`config.mk`:
```
export PLATFORM = sky130hd
export DESIGN_NAME = packet_trigger_gen
export DESIGN_NICKNAME = d
export VERILOG_FILES = /design/src/rtl/packet_trigger_gen.sv
export SDC_FILE = /design/constraint.sdc
export NUM_CORES = 1
export LEC_CHECK = 0
export CORE_MARGIN = 1.5
export CORE_UTILIZATION = 35
export CTS_CLUSTER_SIZE = 20
export DETAILED_ROUTE_END_ITERATION = 10
export GPL_ROUTABILITY_DRIVEN = 0
export PLACE_DENSITY = 0.58
export SYNTH_ARGS = -nofsm -noshare
export SYNTH_HDL_FRONTEND = slang
export SYNTH_SLANG_ARGS = --single-unit
```
`constraint.sdc`:
```
create_clock -name clock -period 3.9 [get_ports clock]
set_input_delay 0.585 -clock clock [delete_from_list [all_inputs] [get_ports clock]]
set_output_delay 0.585 -clock clock [all_outputs]
set_load 0.1 [all_outputs]
```
`src/rtl/packet_trigger_gen.sv`:
```
// Packet qualifier and trigger-window generator for the backscatter modulator.
// Optional early end of the trigger window on envelope loss: PACKET_TRIGGER_EARLY_STOP_EN.
module packet_trigger_gen #(
  parameter int SYNC_STAGES = 2,
  parameter int MIN_HIGH    = 16,
  parameter int START_DELAY = 320,
  parameter int TRIG_LEN    = 3200,
  parameter int HOLDOFF     = 1600,
  parameter int CNT_W       = 16
) (
  input  logic       clock,
  input  logic       reset,
  input  logic       envelope_in,
  input  logic       enable,
  output logic       trigger_signal,
  output logic       busy,
  output logic [7:0] packet_count
);

  localparam logic [2:0] ST_IDLE    = 3'd0;
  localparam logic [2:0] ST_QUALIFY = 3'd1;
  localparam logic [2:0] ST_DELAY   = 3'd2;
  localparam logic [2:0] ST_ACTIVE  = 3'd3;
  localparam logic [2:0] ST_HOLDOFF = 3'd4;

  localparam logic [CNT_W-1:0] ONE_C      = CNT_W'(1);
  localparam logic [CNT_W-1:0] MIN_HIGH_C = CNT_W'(MIN_HIGH);
  localparam logic [CNT_W-1:0] START_C    = CNT_W'(START_DELAY);
  localparam logic [CNT_W-1:0] TRIG_C     = CNT_W'(TRIG_LEN);
  localparam logic [CNT_W-1:0] HOLD_C     = CNT_W'(HOLDOFF);

  logic [SYNC_STAGES-1:0] sync_q;
  logic                   env_s;
  logic [2:0]             state_q, state_d;
  logic [CNT_W-1:0]       cnt_q, cnt_d;
  logic                   seen_low_q, seen_low_d;
  logic                   trig_q, busy_q;
  logic [7:0]             pcount_q;
  logic                   early_stop;

  assign env_s = sync_q[SYNC_STAGES-1];

`ifdef PACKET_TRIGGER_EARLY_STOP_EN
  logic [CNT_W-1:0] low_q, low_d;

  // Run length of consecutive low samples while the window is open
  always_comb begin
    low_d      = '0;
    early_stop = 1'b0;
    if (state_q == ST_ACTIVE && !env_s) begin
      low_d      = low_q + ONE_C;
      early_stop = (low_q == MIN_HIGH_C - ONE_C);
    end
  end

  always_ff @(posedge clock) begin
    if (!reset) low_q <= '0;
    else        low_q <= low_d;
  end
`else
  assign early_stop = 1'b0;
`endif

  always_comb begin
    state_d    = state_q;
    cnt_d      = cnt_q;
    seen_low_d = seen_low_q;
    if (!enable) begin
      state_d    = ST_IDLE;
      cnt_d      = '0;
      seen_low_d = 1'b0;
    end else begin
      case (state_q)
        ST_IDLE: begin
          cnt_d = '0;
          if (env_s) begin
            state_d = ST_QUALIFY;
            cnt_d   = ONE_C;
          end
        end
        ST_QUALIFY: begin
          if (!env_s) begin
            state_d = ST_IDLE;
            cnt_d   = '0;
          end else if (cnt_q == MIN_HIGH_C) begin
            state_d = ST_DELAY;
            cnt_d   = ONE_C;
          end else begin
            cnt_d = cnt_q + ONE_C;
          end
        end
        ST_DELAY: begin
          if (!env_s) begin
            state_d = ST_IDLE;
            cnt_d   = '0;
          end else if (cnt_q == START_C) begin
            state_d    = ST_ACTIVE;
            cnt_d      = ONE_C;
            seen_low_d = 1'b0;
          end else begin
            cnt_d = cnt_q + ONE_C;
          end
        end
        ST_ACTIVE: begin
          if (!env_s) seen_low_d = 1'b1;
          if (cnt_q == TRIG_C || early_stop) begin
            state_d = ST_HOLDOFF;
            cnt_d   = ONE_C;
          end else begin
            cnt_d = cnt_q + ONE_C;
          end
        end
        ST_HOLDOFF: begin
          if (!env_s) seen_low_d = 1'b1;
          // Saturate at the terminal count until the packet has ended
          if (cnt_q == HOLD_C) begin
            if (seen_low_q || !env_s) begin
              state_d = ST_IDLE;
              cnt_d   = '0;
            end
          end else begin
            cnt_d = cnt_q + ONE_C;
          end
        end
        default: begin
          state_d = ST_IDLE;
          cnt_d   = '0;
        end
      endcase
    end
  end

  always_ff @(posedge clock) begin
    if (!reset) begin
      sync_q     <= '0;
      state_q    <= ST_IDLE;
      cnt_q      <= '0;
      seen_low_q <= 1'b0;
      trig_q     <= 1'b0;
      busy_q     <= 1'b0;
      pcount_q   <= 8'd0;
    end else begin
      sync_q     <= {sync_q[SYNC_STAGES-2:0], envelope_in};
      state_q    <= state_d;
      cnt_q      <= cnt_d;
      seen_low_q <= seen_low_d;
      trig_q     <= (state_d == ST_ACTIVE);
      busy_q     <= (state_d != ST_IDLE);
      if (state_d == ST_ACTIVE && state_q != ST_ACTIVE) pcount_q <= pcount_q + 8'd1;
    end
  end

  assign trigger_signal = trig_q;
  assign busy           = busy_q;
  assign packet_count   = pcount_q;

endmodule

```
# Word level (Yosys, flattened, before mapping)

Index checks and enable logic that the tools add are counted.

Register bits after elaboration: 32
Bits of input ports: 4
Output and inout port bits: 10
Logic and storage cells: 55

Muxes and demuxes: 23
$add $sub $neg: 2
Equality and inequality tests: 14
Reduce and logical (&&, ||, !) cells: 9

Operator list:

| kind                  | count |
|---|---|
| $mux 16               | 7 |
| $pmux 16 s5           | 1 |
| $mux 3                | 9 |
| $add 16x1->16 const B | 1 |
| $eq 16x11->1 const B  | 1 |
| $eq 16x12->1 const B  | 1 |
| $eq 16x5->1 const B   | 1 |
| $eq 16x9->1 const B   | 1 |
| $pmux 3 s5            | 1 |
| $eq 3x2->1 const B    | 3 |
| $add 8x1->8 const B   | 1 |
| $ne 2x2->1 const B    | 3 |
| $mux 1                | 4 |
| $reduce_and 4->1      | 1 |
| $eq 3x1->1 const B    | 1 |
| $eq 3x3->1 const B    | 1 |
| $logic_not 3->1       | 1 |
| $ne 3x2->1 const B    | 1 |
| $ne 3x3->1 const B    | 1 |
| $reduce_bool 3->1     | 1 |
| $pmux 1 s2            | 1 |
| $reduce_and 2->1      | 1 |
| $reduce_bool 2->1     | 1 |
| $reduce_or 2->1       | 1 |
| other kinds (3)       | 3 |

# Depth between registers and ports, before layout

Word-level depth: 8
Depth in mapped cells: 9
Gate-level depth less buffers: 8

# Worst setup path before layout

No wires, ideal clock.

Path kind: register to register
Start point: register cnt_q[0]
End point: register busy_q, in the netlist busy
Data required time: 3.773 ns
Setup slack: 1.975 ns
Setup time: 0.127 ns
Arrival time: 1.798 ns
Path buffers: 0
Cell stages (with the launch flop): 9
Period minus slack after synthesis: 1.925 ns
Cells stage by stage: dfxtp_1 -> inv_1 -> ha_1 -> nor3b_4 -> nand4b_4 -> or3_1 -> o21ai_0 -> a21oi_1 -> or3_1

Cells in the longest elaborated chain, start to end: 6
Elaborated cells between the ends (all ways): 13
Those cells by class: eq/ne (4); mux (8); reduce/logical (1)

Ends and longest elaborated chain:

| element                                           | RTL line | RTL |
|---|---|---|
| from (decl)                                       | 35       | `logic [CNT_W-1:0] cnt_q, cnt_d;` |
| from (signal assigned)                            | 145      | `cnt_q <= cnt_d;` |
| $eq 16x9->1 / $eq 16x5->1 (equally long branches) | 96, 85   |  |
| $mux 3, on equally long branches                  | 96, 85   |  |
| $mux 3, on equally long branches                  | 93, 82   |  |
| $pmux 3 s5 (*)                                    | 73       | `case (state_q)` |
| $mux 3 (*)                                        | 68       | `if (!enable) begin` |
| $reduce_bool 3->1 (*)                             | 148      | `busy_q <= (state_d != ST_IDLE);` |
| to (signal assigned)                              | 148      |  |
| to (decl)                                         | 37       | `logic trig_q, busy_q;` |

Every way passes the cells marked *; elsewhere a longest branch is shown, timed or not.
A chain may end at the register's enable or synchronous reset.

# Worst setup path in the final report

Start point: register pcount_q[2], in the netlist packet_count[2]
End point: output packet_count[2]

RTL lines:

| element                | RTL line | RTL |
|---|---|---|
| from (decl)            | 38       | `logic [7:0] pcount_q;` |
| from (signal assigned) | 149      | `if (state_d == ST_ACTIVE && state_q != ST_ACTIVE) pcount_q <= pcount_q + 8'd1;` |
| to (decl)              | 17       | `output logic [7:0] packet_count` |

No word-level cell between the ends.

==> results.sh <==
export IMPL_status="complete, no violations"
export IMPL_rsz0062_at_grt="no"
export IMPL_overflow=0
export IMPL_dieArea_um2=5110
export IMPL_final_cell_mix="dfxtp_1 (32), nor2_1 (29), nand2_1 (16)"
export IMPL_dp_hpwl_um=2370
export IMPL_hold_class="reg -> reg"
export IMPL_initial_core_util_pct=36.9
export IMPL_drt_initial_drc_count=110
export IMPL_ys_ff_latch=32
export IMPL_slew_viol_final=0
export IMPL_yosys_top_cells_area="dfxtp_1 (39%), xor2_1 (6.9%), nor2_1 (6.6%)"
export IMPL_max_freq_ghz=0.407
export IMPL_grt_usage_pct=14.0
export IMPL_p_per_area_nw_per_um2=310
export IMPL_grt_pass1_vias=1228
export IMPL_synthFlopType="dfxtp_1"
export IMPL_num_vias=1331
export IMPL_cp_top_family="buffers and inverters"
export IMPL_synth_nets=194
export IMPL_clk_path_buf_depth=2
export IMPL_synth_top_area_cell="dfxtp_1"
export IMPL_irDropWorstVdd_mv=0.176
export IMPL_p_leak_nw=0.633
export IMPL_htree_num_levels=2
export IMPL_hold_viol=0
export IMPL_nNetsFinal=208
export IMPL_numClockSinks=32
export IMPL_yosysWarnings=0
export IMPL_post_route_min_period_ps=2460
export IMPL_ys_seq_area_share_pct=39.0
export IMPL_synth_area_um2=1640
export IMPL_crit_path_max_incr_delay_ps=1170
export IMPL_dp_cells=246
export IMPL_netlist_area_leader_share_pct=39.0
export IMPL_fin_cells=253
export IMPL_synthCells=187
export IMPL_worstHoldStart="sync_q[0]"
export IMPL_cts_resized=0
export IMPL_ios=14
export IMPL_fp_row_count=24
export IMPL_worstSkewPairLatency_ps=270
export IMPL_cts_tree="done"
export IMPL_startpoint="packet_count[2]"
export IMPL_setup_viol=0
export IMPL_required_ps=3310
export IMPL_fin_tns_setup_ps=0
export IMPL_worstSetupPathType="reg -> out"
export IMPL_cts_buffers_inserted=5
export IMPL_drc=0
export IMPL_place_ws_ps=1370
export IMPL_cp_cell_sequence="clkdlybuf4s50_1"
export IMPL_vias_per_cell=5.26
export IMPL_synth_edff_count=0
export IMPL_worstPathMaxFanout=5
export IMPL_areaGrowthSynthToFinish_pct=14.1
export IMPL_final_common_cell="dfxtp_1"
export IMPL_post_cts_buffers=0
export IMPL_slowest_stage="clkdlybuf4s50_1"
export IMPL_post_synth_cell_area_avg_um2=8.78
export IMPL_portBuffers=13
export IMPL_worstMarginPinSlew_ps=974
export IMPL_drive_above_1_share_pct=7.96
export IMPL_dr_pass1_iters=4
export IMPL_core_area_um2=4440
export IMPL_post_route_period_util_pct=63.0
export IMPL_worstPathArrival_ps=1870
export IMPL_worst_slack_ps=1440
export IMPL_antenna_cells=0
export IMPL_wl_per_cell_um=12.9
export IMPL_fin_skew_ps=6.38
export IMPL_root_buffer="clkbuf_8"
export IMPL_routed_wl_um=3260
export IMPL_slew_headroom_pct=34.9
export IMPL_final_util_pct=42.1
export IMPL_start_kind="flop"
export IMPL_synth_distinct_cells=47
export IMPL_async_flop_share_pct=0
export IMPL_fp_dieW_um=71.5
export IMPL_p_total_uw=581
export IMPL_clk_pin_slew_worst_paths_ps=60
export IMPL_die_h_um=71.5
export IMPL_hold_buffers=0
export IMPL_grt_pass1_wl_um=5690
export IMPL_antenna_left=0
export IMPL_end_kind="output port"
export IMPL_grt_max_degree=15
export IMPL_drv_cap=0
export IMPL_antenna_found_initial=0
export IMPL_cp_num_buf_inv=1
export IMPL_rr_startpoint="cnt_q[0]"
## path summary, 6_finish.rpt
path	depth (start not counted)	slack [ps]	to
setup / recovery	1	1440	packet_count[2]
hold / removal	1	440	sync_q[1]
setup reg to reg	8	1460	cnt_q[9]
hold reg to reg	1	440	sync_q[1]
## cell families after synthesis
logic type	count (synthesis)	share of synthesized area (%)
AND/OR/NAND/NOR	98	34.5
flip-flops	32	39.0
AO/OA/AOI/OAI	24	9.76
XOR/XNOR	20	10.7
buffers and inverters	9	3.20
adder cells (fa/ha/maj)	3	2.29
multiplexers	1	0.610
## flip-flops by register name (all words and copies together), names as in the netlist
name,flops
cnt_q,16
sync_q,2
seen_low_q,1
packet_count,8
busy,1
trigger_signal,1
state_q,3
## Yosys cell counts, types with 2 or more instances
cell type  number
a21oi_1         7
and2_1          7
and2b_1         2
and3_1          3
buf_6           2
clkbuf_2        2
dfxtp_1        32
ha_1            3
inv_1           3
nand2_1        16
nand3_1         9
nand4_1         8
nand4b_1        2
nor2_1         29
nor2b_1         4
nor3_1          2
o2111ai_1       2
o21ai_0         6
or3_1           2
xnor2_1         7
xor2_1         13
## where the power goes
group          switching, mW  internal [mW]  leakage [nW]
clock                  0.110          0.121        0.0410
combinational         0.0113        0.00837         0.334
sequential           0.00220          0.329         0.258
## final cells by class
type | count | area, um^2
clock buffers | 6 | 72.6
clock inverters | 1 | 5.00
well taps | 52 | 65.1
inverters | 3 | 11.3
repair buffers | 13 | 130
flip-flops and latches | 32 | 641
fillers | 458 | 2570
multi-input cells | 146 | 948
## per-stage QoR
stage               instance area, um^2  hold slack, ps
floorplan                          1640             412
global placement                   1800             419
detailed placement                 1800             424
CTS                                1870             446
global route                       1870             460
finish                             1870             443
## layer usage
layer	vias to the layer above	track usage [%]	routed length, um
met4	0	5.66	43
li1	683	-	-
met5	-	0	0
met1	622	18.9	1690
met2	21	21.2	1420
met3	5	4.08	102
(Power assumes the default switching activity.)
